File: config.mk
export PLATFORM = sky130hd
export DESIGN_NAME = control_sequencer
export DESIGN_NICKNAME = d
export VERILOG_FILES = /design/src/rtl/trisc_pkg.sv /design/src/rtl/control_sequencer.sv
export SDC_FILE = /design/constraint.sdc
export NUM_CORES = 1
export LEC_CHECK = 0
export ABC_AREA = 1
export BUFFER_PORTS_ARGS = -buffer_cell sky130_fd_sc_hd__buf_2
export CORE_UTILIZATION = 43
export CTS_BUF_LIST = sky130_fd_sc_hd__clkbuf_8
export CTS_CLUSTER_DIAMETER = 40
export CTS_CLUSTER_SIZE = 40
export DETAILED_ROUTE_END_ITERATION = 10
export MAX_ROUTING_LAYER = met4
export PLACE_DENSITY = 0.84
export REMOVE_ABC_BUFFERS = 1
export SETUP_SLACK_MARGIN = 0.02
export SYNTH_ARGS = -nofsm -noshare
export SYNTH_HDL_FRONTEND = slang
export SYNTH_SLANG_ARGS = --single-unit
File: constraint.sdc
create_clock -name Clock -period 1.6 [get_ports Clock]
set_input_delay 0.32 -clock Clock [delete_from_list [all_inputs] [get_ports Clock]]
set_output_delay 0.32 -clock Clock [all_outputs]
set_load 0.05 [all_outputs]
File: src/rtl/trisc_pkg.sv
// Shared encodings for the TRISC control sequencer and datapath.
package trisc_pkg;

    // Sequencer states; values are visible on the State debug port.
    typedef enum logic [2:0] {
        ST_IDLE = 3'd0,
        ST_F0   = 3'd1,
        ST_F1   = 3'd2,
        ST_F2   = 3'd3,
        ST_DEC  = 3'd4,
        ST_E0   = 3'd5,
        ST_E1   = 3'd6,
        ST_HALT = 3'd7
    } state_t;

    // ALU function select driven alongside ACC_ld.
    typedef enum logic [1:0] {
        ALU_PASS = 2'b00,
        ALU_ADD  = 2'b01,
        ALU_SUB  = 2'b10,
        ALU_XOR  = 2'b11
    } alu_op_t;

    // Priority-resolved instruction; OP_NOP covers unused opcodes.
    typedef enum logic [3:0] {
        OP_NOP,
        OP_LDA,
        OP_STA,
        OP_ADD,
        OP_SUB,
        OP_XOR,
        OP_INC,
        OP_CLR,
        OP_JMP,
        OP_JPZ,
        OP_JPN,
        OP_HLT
    } opcode_t;

    // dec = {LDA,STA,ADD,SUB,XOR,INC,CLR,JMP,JPZ,JPN,HLT}; MSB wins.
    function automatic opcode_t resolve_op(input logic [10:0] dec);
        if (dec[10])     return OP_LDA;
        else if (dec[9]) return OP_STA;
        else if (dec[8]) return OP_ADD;
        else if (dec[7]) return OP_SUB;
        else if (dec[6]) return OP_XOR;
        else if (dec[5]) return OP_INC;
        else if (dec[4]) return OP_CLR;
        else if (dec[3]) return OP_JMP;
        else if (dec[2]) return OP_JPZ;
        else if (dec[1]) return OP_JPN;
        else if (dec[0]) return OP_HLT;
        else             return OP_NOP;
    endfunction

endpackage

File: src/rtl/control_sequencer.sv
// TRISC control sequencer: fetch/decode/execute FSM with Mealy datapath strobes
// and a retired-instruction counter.
module control_sequencer
    import trisc_pkg::*;
#(
    parameter int unsigned CNT_W = 8
) (
    input  logic             Clock,
    input  logic             Resetn,
    input  logic             Run,
    input  logic             LDA,
    input  logic             STA,
    input  logic             ADD,
    input  logic             SUB,
    input  logic             XOR,
    input  logic             INC,
    input  logic             CLR,
    input  logic             JMP,
    input  logic             JPZ,
    input  logic             JPN,
    input  logic             HLT,
    input  logic             Z,
    input  logic             N,
    output logic             MAR_ld_pc,
    output logic             MAR_ld_ir,
    output logic             Mem_rd,
    output logic             Mem_wr,
    output logic             MDR_ld_acc,
    output logic             IR_ld,
    output logic             PC_inc,
    output logic             PC_ld,
    output logic             ACC_ld,
    output logic             ACC_clr,
    output logic             ACC_inc,
    output logic [1:0]       ALU_op,
    output logic             Halted,
    output logic [2:0]       State,
    output logic [CNT_W-1:0] InstrCnt
);

    state_t  state, next_state;
    opcode_t op;
    logic    retire;

    assign op     = resolve_op({LDA, STA, ADD, SUB, XOR, INC, CLR, JMP, JPZ, JPN, HLT});
    assign State  = state;
    assign Halted = (state == ST_HALT);

    // Next state, strobes and retire pulse from one case on the current state.
    always_comb begin
        next_state = state;
        retire     = 1'b0;
        MAR_ld_pc  = 1'b0;
        MAR_ld_ir  = 1'b0;
        Mem_rd     = 1'b0;
        Mem_wr     = 1'b0;
        MDR_ld_acc = 1'b0;
        IR_ld      = 1'b0;
        PC_inc     = 1'b0;
        PC_ld      = 1'b0;
        ACC_ld     = 1'b0;
        ACC_clr    = 1'b0;
        ACC_inc    = 1'b0;
        ALU_op     = ALU_PASS;
        case (state)
            ST_IDLE: if (Run) next_state = ST_F0;
            ST_F0: begin
                MAR_ld_pc  = 1'b1;
                next_state = ST_F1;
            end
            ST_F1: begin
                Mem_rd     = 1'b1;
                PC_inc     = 1'b1;
                next_state = ST_F2;
            end
            ST_F2: begin
                IR_ld      = 1'b1;
                next_state = ST_DEC;
            end
            ST_DEC: begin
                // Every DEC exit retires except the hand-off to the memory phase.
                retire     = 1'b1;
                next_state = ST_F0;
                case (op)
                    OP_LDA, OP_STA, OP_ADD, OP_SUB, OP_XOR: begin
                        MAR_ld_ir  = 1'b1;
                        retire     = 1'b0;
                        next_state = ST_E0;
                    end
                    OP_INC:  ACC_inc = 1'b1;
                    OP_CLR:  ACC_clr = 1'b1;
                    OP_JMP:  PC_ld   = 1'b1;
                    OP_JPZ:  PC_ld   = Z;
                    OP_JPN:  PC_ld   = N;
                    OP_HLT:  next_state = ST_HALT;
                    default: ;
                endcase
            end
            ST_E0: begin
                next_state = ST_E1;
                case (op)
                    OP_LDA, OP_ADD, OP_SUB, OP_XOR: Mem_rd     = 1'b1;
                    OP_STA:                         MDR_ld_acc = 1'b1;
                    default: ;
                endcase
            end
            ST_E1: begin
                retire     = 1'b1;
                next_state = ST_F0;
                case (op)
                    OP_LDA: begin ACC_ld = 1'b1; ALU_op = ALU_PASS; end
                    OP_ADD: begin ACC_ld = 1'b1; ALU_op = ALU_ADD;  end
                    OP_SUB: begin ACC_ld = 1'b1; ALU_op = ALU_SUB;  end
                    OP_XOR: begin ACC_ld = 1'b1; ALU_op = ALU_XOR;  end
                    OP_STA: Mem_wr = 1'b1;
                    default: ;
                endcase
            end
            ST_HALT: next_state = ST_HALT;
            default: next_state = ST_IDLE;
        endcase
    end

    // State register and wrapping retired-instruction counter.
    always_ff @(posedge Clock) begin
        if (!Resetn) begin
            state    <= ST_IDLE;
            InstrCnt <= '0;
        end else begin
            state <= next_state;
            if (retire) InstrCnt <= InstrCnt + CNT_W'(1);
        end
    end

endmodule

==> impl_metrics.tcl, run 1 <==
set metrics [dict create \
    wl_mm 4.752 \
    power_switching_w 0.0003816 \
    dp_hpwl_mm 1.839 \
    vias 1456 \
    synth_seq_cells 11 \
    p_leak_nw 0.8554 \
    timing.max_slew.rel_slack_pct 75.43 \
    timing_worst_slew_pin_value_ns 0.3681 \
    synth_compound_area_share_pct 11.32 \
    start_util_pct 47.97 \
    pwr-share-clk_pct 29.7 \
    timing_max_transition_violations_final 0 \
    track_usage_pct 29.76 \
    postLayoutCoreUtil_pct 94.16 \
    coreArea_um2 1821 \
    nFillCells 55 \
    worstPathMaxFanout 4 \
    synthMuxAreaShare_pct 2.579 \
    ys_warn_count 0 \
    wl_per_cell_um 19.80 \
    final.period_utilization_pct 132.6 \
    worst_setup_path_end_kind "output port" \
    place.gp.congestion 0.9086 \
    max_clock_freq_mhz 471.2 \
    synthesis.area_per_instance_um2 6.283 \
    finalHoldViolations 0 \
    power-per-cell-area_nw_per_um2 575.4 \
    vias_per_cell 6.067 \
    drt_pre_antenna_iters 5 \
    cts.hold.buffers_added 0 \
    row_count 15 \
    io_pins 41 \
    worst_r2r_endpoint "State[2]" \
    maximum_number_of_pins_on_one_net_before_global_route_repair 10 \
    rrSetupSlack_ns -0.15 \
    detail-route-antenna-nets 0 \
    die_x_extent_um 47.07 \
    tritoncts "built" \
    status "finished, violations left" \
    syn-instance-count 139 \
    clkTransAtPathRegs_ns 0.05 \
    share_seq_of_total_power_pct 30.1 \
    failed_checks "negative setup slack" \
    critical_path_arrival_ns 1.80 \
    area_growth_pct 96.27 \
    detail_route.drc_violations 0 \
    worst_ep_required_time_ns 1.28 \
    clock_latency_ns 0.25 \
    grt.overflow.total 0 \
    hold_path_class "primary input to register" \
    synth.cell_area_um2 873.3 \
    fraction_of_layout_cells_with_a_size_suffix_above_1_pct 59.53 \
    ys_async_sr_fraction_pct 0 \
    worst_setup_path_endpoint "PC_ld" \
    vdd_ir_drop_max_uv 667.9 \
    synthesized_area_fraction_occupied_by_adder_cells_pct 1.433 \
    cts_inserted_buffers 3 \
    cts_root_buf "sky130_fd_sc_hd__clkbuf_8" \
    setup_repair_after_global_routing_missed_its_margin "yes" \
    clock_sink_count 11 \
    finalWorstPathRequiredPeriod_ns 2.122 \
    worst_reg2reg_path_startpoint "State[2]" \
    detail_route.iter0.violations 101 \
    commonest_register_cell_after_synthesis "sky130_fd_sc_hd__dfxtp_1" \
    worstSetupStartpoint "JPZ" \
    synth_top_family_by_area "simple AND/OR/NAND/NOR gates" \
    cts-root-to-sink-buffers 2 \
    netlist-cell-type-count 27 \
    critPathKind "primary input to output port" \
    synth_seq_area_share_pct 25.21 \
    io_buffers 40 \
    clock-skew-final_ns 0.01276 \
    synthMostInstantiatedCell "sky130_fd_sc_hd__nand2_1" \
    grt_pass1_wl_mm 4.457 \
    synth_largest_type_area_fraction_pct 25.21 \
    cell_type_contributing_the_most_total_cell_area_after_synthesis "sky130_fd_sc_hd__dfxtp_1" \
    nets 233 \
    startpoint_type "primary input" \
    synth_common_cells "sky130_fd_sc_hd__nand2_1 (31), sky130_fd_sc_hd__nor2_1 (17), sky130_fd_sc_hd__inv_1 (14), sky130_fd_sc_hd__nand3_1 (13)" \
    max_capacitance_violation_count 0 \
    placed_standard_cell_area_um2 1227 \
    cellInternalPower_w 0.0006048 \
    synth-edff-count 0 \
    yosys-top-cells-area "sky130_fd_sc_hd__dfxtp_1 (25%), sky130_fd_sc_hd__nand2_1 (13%), sky130_fd_sc_hd__nand3_1 (7.4%)" \
    first_global_vias 1127 \
    synth-xor-area-share_pct 6.017 \
    synth_simple_gate_area_share_pct 43.84 \
    die_y_um 47.07 \
    insertedDiodeCount 0 \
    r2r_cells 10 \
    p_sw_share_pct 38.69 \
    cts-htree-levels 1 \
    combinational_power_share_pct 40.2 \
    setup_viol 21 \
    design_area_um2 1714 \
    grt_antenna_before_repair 0 \
    dieArea_um2 2215 \
    setup_ws_ns -0.5222 \
]
[layout by cell type, fill, tap and decap left out]
| cell | Yosys | routed |
|---|---|---|
| sky130_fd_sc_hd__nand3_2 | 0 | 3 |
| sky130_fd_sc_hd__a21oi_2 | 0 | 5 |
| sky130_fd_sc_hd__nor2_2 | 2 | 3 |
| sky130_fd_sc_hd__nand2_2 | 1 | 9 |
| sky130_fd_sc_hd__buf_6 | 0 | 19 |
| sky130_fd_sc_hd__a221oi_1 | 1 | 1 |
| sky130_fd_sc_hd__o21bai_1 | 2 | 2 |
| sky130_fd_sc_hd__dfxtp_1 | 11 | 9 |
| sky130_fd_sc_hd__dfxtp_2 | 0 | 2 |
| sky130_fd_sc_hd__nand3_4 | 1 | 2 |
| sky130_fd_sc_hd__buf_4 | 0 | 31 |
| sky130_fd_sc_hd__clkbuf_8 | 0 | 3 |
| sky130_fd_sc_hd__nand3b_1 | 1 | 1 |
| sky130_fd_sc_hd__o21ai_1 | 2 | 2 |
| sky130_fd_sc_hd__or2_4 | 0 | 1 |
| sky130_fd_sc_hd__mux2i_4 | 1 | 1 |
| sky130_fd_sc_hd__nand2_1 | 31 | 19 |
| sky130_fd_sc_hd__nand2_4 | 2 | 6 |
| sky130_fd_sc_hd__nor3_2 | 1 | 3 |
| sky130_fd_sc_hd__nor3_4 | 0 | 3 |
| sky130_fd_sc_hd__xnor2_1 | 4 | 4 |
| sky130_fd_sc_hd__buf_2 | 1 | 23 |
| sky130_fd_sc_hd__inv_2 | 5 | 7 |
| sky130_fd_sc_hd__ha_1 | 1 | 1 |
| sky130_fd_sc_hd__a21oi_1 | 11 | 6 |
| sky130_fd_sc_hd__nor2_4 | 0 | 5 |
| sky130_fd_sc_hd__and3_1 | 1 | 1 |
| sky130_fd_sc_hd__nand4_1 | 3 | 3 |
| sky130_fd_sc_hd__nand3_1 | 13 | 9 |
| sky130_fd_sc_hd__o21ai_0 | 2 | 2 |
| sky130_fd_sc_hd__nor2_1 | 17 | 11 |
| sky130_fd_sc_hd__xor2_1 | 2 | 2 |
| sky130_fd_sc_hd__nor3_1 | 6 | 1 |
| sky130_fd_sc_hd__inv_1 | 14 | 13 |
| sky130_fd_sc_hd__buf_8 | 0 | 2 |
[cell type report]
class                   count  area (um2)  area share, %
clock buffers               3       41.29          2.409
clock inverters             1       3.754         0.2190
inverters                  19       71.32          4.161
multi-input cells         106       752.0          43.87
flip-flops and latches     11       222.7          12.99
well taps                  25       31.28          1.825
repair buffers             75       591.8          34.53
[registers in the layout, summed over array words and instances (netlist names)]
name / count
InstrCnt: 8
State: 3
[critical path, stage by stage]
cell	delay (ns)
sky130_fd_sc_hd__buf_6	0.09
sky130_fd_sc_hd__o21bai_1	0.14
sky130_fd_sc_hd__a21oi_1	0.20
sky130_fd_sc_hd__nor2_1	0.09
sky130_fd_sc_hd__o21bai_1	0.15
sky130_fd_sc_hd__nand2_2	0.10
sky130_fd_sc_hd__nand2_4	0.10
sky130_fd_sc_hd__buf_4	0.13
sky130_fd_sc_hd__nor2_4	0.04
sky130_fd_sc_hd__nor3_2	0.21
sky130_fd_sc_hd__buf_4	0.23
[stage by stage]
stage          setup TNS, ns  std cells  hold WS (ns)  total power (W)  worst slack [ns]
2_1_floorplan         -11.01        136        0.4248        0.0004647            -1.228
3_3_place_gp          -4.500        219        0.4921        0.0005570           -0.3532
3_5_place_dp          -5.179        219        0.5054        0.0005651           -0.4054
4_1_cts               -2.607        234        0.3156        0.0008866           -0.2871
5_1_grt               -8.206        240        0.3388         0.001008           -0.5723
6_report              -6.521        240        0.3317        0.0009863           -0.5222
[worst min-delay path by stage]
stage | startpoint | endpoint | slack, ns | cells past startpoint
after floorplan | Resetn | State[1] | 0.42 | 2
after global placement | InstrCnt[7] | InstrCnt[7] | 0.49 | 2
after detailed placement | InstrCnt[7] | InstrCnt[7] | 0.51 | 2
after CTS | Resetn | State[1] | 0.32 | 3
after global routing | Resetn | State[1] | 0.34 | 3
final | Resetn | State[1] | 0.33 | 3
[metal layers]
metal  track usage (%)  vias up  routed length (um)
li1                  -      603                   -
met5                 -        -                   0
met2             56.11      135                2300
met3             8.462       50                 454
met1             28.05      668                1626
met4             11.43        0                 371
[cell families (layout without fill, tap and decap cells)]
| group | after synthesis | after routing |
|---|---|---|
| AOI/OAI and AO/OA | 18 | 18 |
| adders and majority gates | 1 | 1 |
| DFF | 11 | 11 |
| buffers and inverters | 22 | 98 |
| muxes | 1 | 1 |
| xor gates and xnor gates | 6 | 6 |
| and+or+nand+nor | 80 | 80 |
[power by group through the flow]
| stage | Sequential, W | Clock (W) | Combinational, W |
|---|---|---|---|
| 2_1_floorplan | 0.000335 | 0 | 0.000129 |
| 3_3_place_gp | 0.000297 | 0 | 0.000260 |
| 3_5_place_dp | 0.000298 | 0 | 0.000267 |
| 4_1_cts | 0.000293 | 0.000285 | 0.000308 |
| 5_1_grt | 0.000296 | 0.000301 | 0.000410 |
| 6_report | 0.000297 | 0.000293 | 0.000397 |
[what timing repair did]
action,4_1_cts,5_1_grt
resized for setup,34,55
setup buffers,11,7
endpoints found under the setup margin,21,24
pin swaps,6,9
cloned,0,0
Note: power is estimated with default switching activity, not from simulation.
==> inputs of run 2 (changes only) <==
--- a/config.mk
+++ b/config.mk
@@ -5,15 +5,14 @@
 export SDC_FILE = /design/constraint.sdc
 export NUM_CORES = 1
 export LEC_CHECK = 0
-export ABC_AREA = 1
 export BUFFER_PORTS_ARGS = -buffer_cell sky130_fd_sc_hd__buf_2
-export CORE_UTILIZATION = 43
+export CORE_UTILIZATION = 41
 export CTS_BUF_LIST = sky130_fd_sc_hd__clkbuf_8
 export CTS_CLUSTER_DIAMETER = 40
 export CTS_CLUSTER_SIZE = 40
 export DETAILED_ROUTE_END_ITERATION = 10
 export MAX_ROUTING_LAYER = met4
-export PLACE_DENSITY = 0.84
+export PLACE_DENSITY = 0.83
 export REMOVE_ABC_BUFFERS = 1
 export SETUP_SLACK_MARGIN = 0.02
 export SYNTH_ARGS = -nofsm -noshare
==> impl_metrics.tcl, run 2 <==
set metrics [dict create \
    worst_ep_required_time_ns 1.28 \
    clock_sink_count 11 \
    grt.overflow.total 0 \
    die_y_um 45.64 \
    worstPathMaxFanout 5 \
    netlist-cell-type-count 34 \
    timing_max_transition_violations_final 0 \
    wl_mm 4.613 \
    design_area_um2 1635 \
    failed_checks "negative setup slack" \
    coreArea_um2 1764 \
    worstSetupStartpoint "STA" \
    max_clock_freq_mhz 485.6 \
    finalWorstPathRequiredPeriod_ns 2.059 \
    clock_latency_ns 0.24 \
    final.setup.tns_ns -2.158 \
    setup_ws_ns -0.4591 \
    synth-edff-count 0 \
    vias_per_cell 6.303 \
    hold_path_class "primary input to register" \
    final.period_utilization_pct 128.7 \
    dieArea_um2 2083 \
    yosys-top-cells-area "sky130_fd_sc_hd__dfxtp_1 (28%), sky130_fd_sc_hd__nor2_1 (11%), sky130_fd_sc_hd__xnor2_1 (6.7%)" \
    dp_hpwl_mm 1.972 \
    grt_pass1_wl_mm 5.464 \
    insertedDiodeCount 0 \
    count_of_placed_standard_cells_including_taps 198 \
    setup_viol 13 \
    ys_warn_count 0 \
    maximum_number_of_pins_on_one_net_before_global_route_repair 11 \
    synth_seq_cells 11 \
    vdd_ir_drop_max_uv 868.3 \
    timing.hold.worst_endpoint "State[0]" \
    met2WireLength_mm 2.288 \
    layout.area.seq_um2 221.5 \
    max_capacitance_violation_count 0 \
    clock-skew-final_ns 0.0004742 \
    start_util_pct 44.26 \
    timing_worst_slew_pin_value_ns 0.3858 \
    drt_pre_antenna_iters 5 \
    cell_type_contributing_the_most_total_cell_area_after_synthesis "sky130_fd_sc_hd__dfxtp_1" \
    track_usage_pct 38.61 \
    synthesis.area_per_instance_um2 7.034 \
    wl_met1_mm 1.486 \
    synth_common_cells "sky130_fd_sc_hd__nor2_1 (23), sky130_fd_sc_hd__dfxtp_1 (11), sky130_fd_sc_hd__nand2_1 (11), sky130_fd_sc_hd__a21oi_1 (7)" \
    flip_flop_count_of_the_largest_register_all_copies_and_words_added 8 \
    p_leak_nw 0.7372 \
    route.top_layer_used "met4" \
    synth_seq_area_share_pct 28.21 \
    area_growth_pct 109.5 \
    final_common_cell "sky130_fd_sc_hd__buf_4" \
    detail_route.iter0.violations 66 \
    timing.hold.worst.start "Resetn" \
    worst_reg2reg_path_startpoint "InstrCnt[2]" \
    nFillCells 67 \
    clkTransAtPathRegs_ns 0.05 \
    synthMostInstantiatedCell "sky130_fd_sc_hd__nor2_1" \
    wl_per_cell_um 21.86 \
    tritoncts "built" \
    critPathKind "primary input to output port" \
    worst_r2r_endpoint "InstrCnt[7]" \
    timing.max_slew.rel_slack_pct 73.92 \
    nets 204 \
    worstHoldPathCells 2 \
    cts_inserted_buffers 3 \
    cts.hold.buffers_added 0 \
    critical_path_arrival_ns 1.74 \
    die_x_extent_um 45.64 \
    detail-route-antenna-nets 0 \
    setup_repair_after_global_routing_missed_its_margin "yes" \
    grt_antenna_before_repair 0 \
    dpl_worst_slack_ns -0.4867 \
    footprint_of_the_multi_input_gates_um2 720.7 \
    worst_setup_path_end_kind "output port" \
    status "finished, violations left" \
    cts-root-to-sink-buffers 2 \
    synth_largest_type_area_fraction_pct 28.21 \
    fraction_of_layout_cells_with_a_size_suffix_above_1_pct 62.37 \
    ys_async_sr_fraction_pct 0 \
    final-instance-count-excl-fill 211 \
    vias 1330 \
    io_buffers 40 \
    place.gp.congestion 0.8792 \
    r2r_cells 5 \
    commonest_register_cell_after_synthesis "sky130_fd_sc_hd__dfxtp_1" \
    met3_wirelength_um 423 \
    most_used_cells_in_the_layout_excluding_fill_and_tap_cells "sky130_fd_sc_hd__buf_4 (30), sky130_fd_sc_hd__buf_2 (22), sky130_fd_sc_hd__buf_6 (16)" \
    finalHoldViolations 0 \
    regMostFlops "InstrCnt" \
    fin_worst_hold_slack_ns 0.3528 \
    io_pins 41 \
    power-per-cell-area_nw_per_um2 698.1 \
    detail_route.drc_violations 0 \
    row_count 15 \
    cts_root_buf "sky130_fd_sc_hd__clkbuf_8" \
    first_global_vias 1215 \
    synth.cell_area_um2 780.7 \
    placed_standard_cell_area_um2 1182 \
    rrSetupSlack_ns 0.09 \
    startpoint_type "primary input" \
    syn-instance-count 111 \
    cts-htree-levels 1 \
]
run 2: cell types whose count changed after synthesis, moves of 4 or more:
cell,change
sky130_fd_sc_hd__inv_2,-5
sky130_fd_sc_hd__nor2_1,+6
sky130_fd_sc_hd__a21oi_1,-4
sky130_fd_sc_hd__inv_1,-8
sky130_fd_sc_hd__nand3_1,-9
sky130_fd_sc_hd__nand2_1,-20
run 2: how the worst max path moves through the flow:
stage,endpoint,slack [ns],cells past startpoint
after floorplan,ALU_op[1],-0.98,3
after global placement,PC_ld,-0.46,6
after CTS,PC_ld,-0.39,6
after detailed placement,PC_ld,-0.49,6
after global routing,PC_ld,-0.50,8
final,PC_ld,-0.46,8
run 2: cell families (layout without fill, tap and decap cells):
logic type / count (synthesis) / count (layout) / share of synthesized area [%]
flip-flops: 11 / 11 / 28.20
adder cells (fa/ha/maj): 1 / 1 / 1.602
AND/OR/NAND/NOR: 65 / 65 / 43.27
buffers and inverters: 9 / 84 / 4.646
XOR/XNOR: 6 / 6 / 6.731
AO/OA/AOI/OAI: 19 / 19 / 15.55
run 2: where the power goes:
part	switching [W]	leakage, nW	internal [W]
sequential	0.0000141	0.0895	0.000288
combinational	0.000323	0.621	0.000240
clock	0.000108	0.0269	0.000169
run 2: area by class of cell:
class | instances | area share, %
clock buffers | 3 | 2.525
clock inverters | 1 | 0.2295
multi-input cells | 91 | 44.07
flip-flops and latches | 11 | 13.54
inverters | 7 | 1.607
well taps | 25 | 1.913
repair buffers | 73 | 36.11
run 2: through the flow:
| step | power (W) | util (%) |
|---|---|---|
| 2_1_floorplan | 0.0005192 | - |
| 3_3_place_gp | 0.0006648 | 67.02 |
| 3_5_place_dp | 0.0006768 | 67.02 |
| 4_1_cts | 0.001065 | 88.30 |
| 5_1_grt | 0.001165 | 92.70 |
| 6_report | 0.001142 | 92.70 |
run 2: critical path: stages:
cell and delay [ns]:
sky130_fd_sc_hd__buf_6 0.10, sky130_fd_sc_hd__buf_4 0.16, sky130_fd_sc_hd__nor2_1 0.18, sky130_fd_sc_hd__o311a_1 0.32, sky130_fd_sc_hd__nor3_1 0.09, sky130_fd_sc_hd__o31ai_1 0.24
sky130_fd_sc_hd__and2_4 0.19, sky130_fd_sc_hd__buf_8 0.14
run 2: timing repair:
action | CTS | global route
setup buffers | 9 | 1
pin swaps | 12 | 13
endpoints found under the setup margin | 14 | 17
resized for setup | 73 | 16
gates cloned | 0 | 0
run 2: metal layers:
layer,vias to the layer above,GRT usage [%]
li1,540,-
met1,606,40.34
met2,130,69.14
met3,54,6.349
met4,0,18.79
met5,-,-
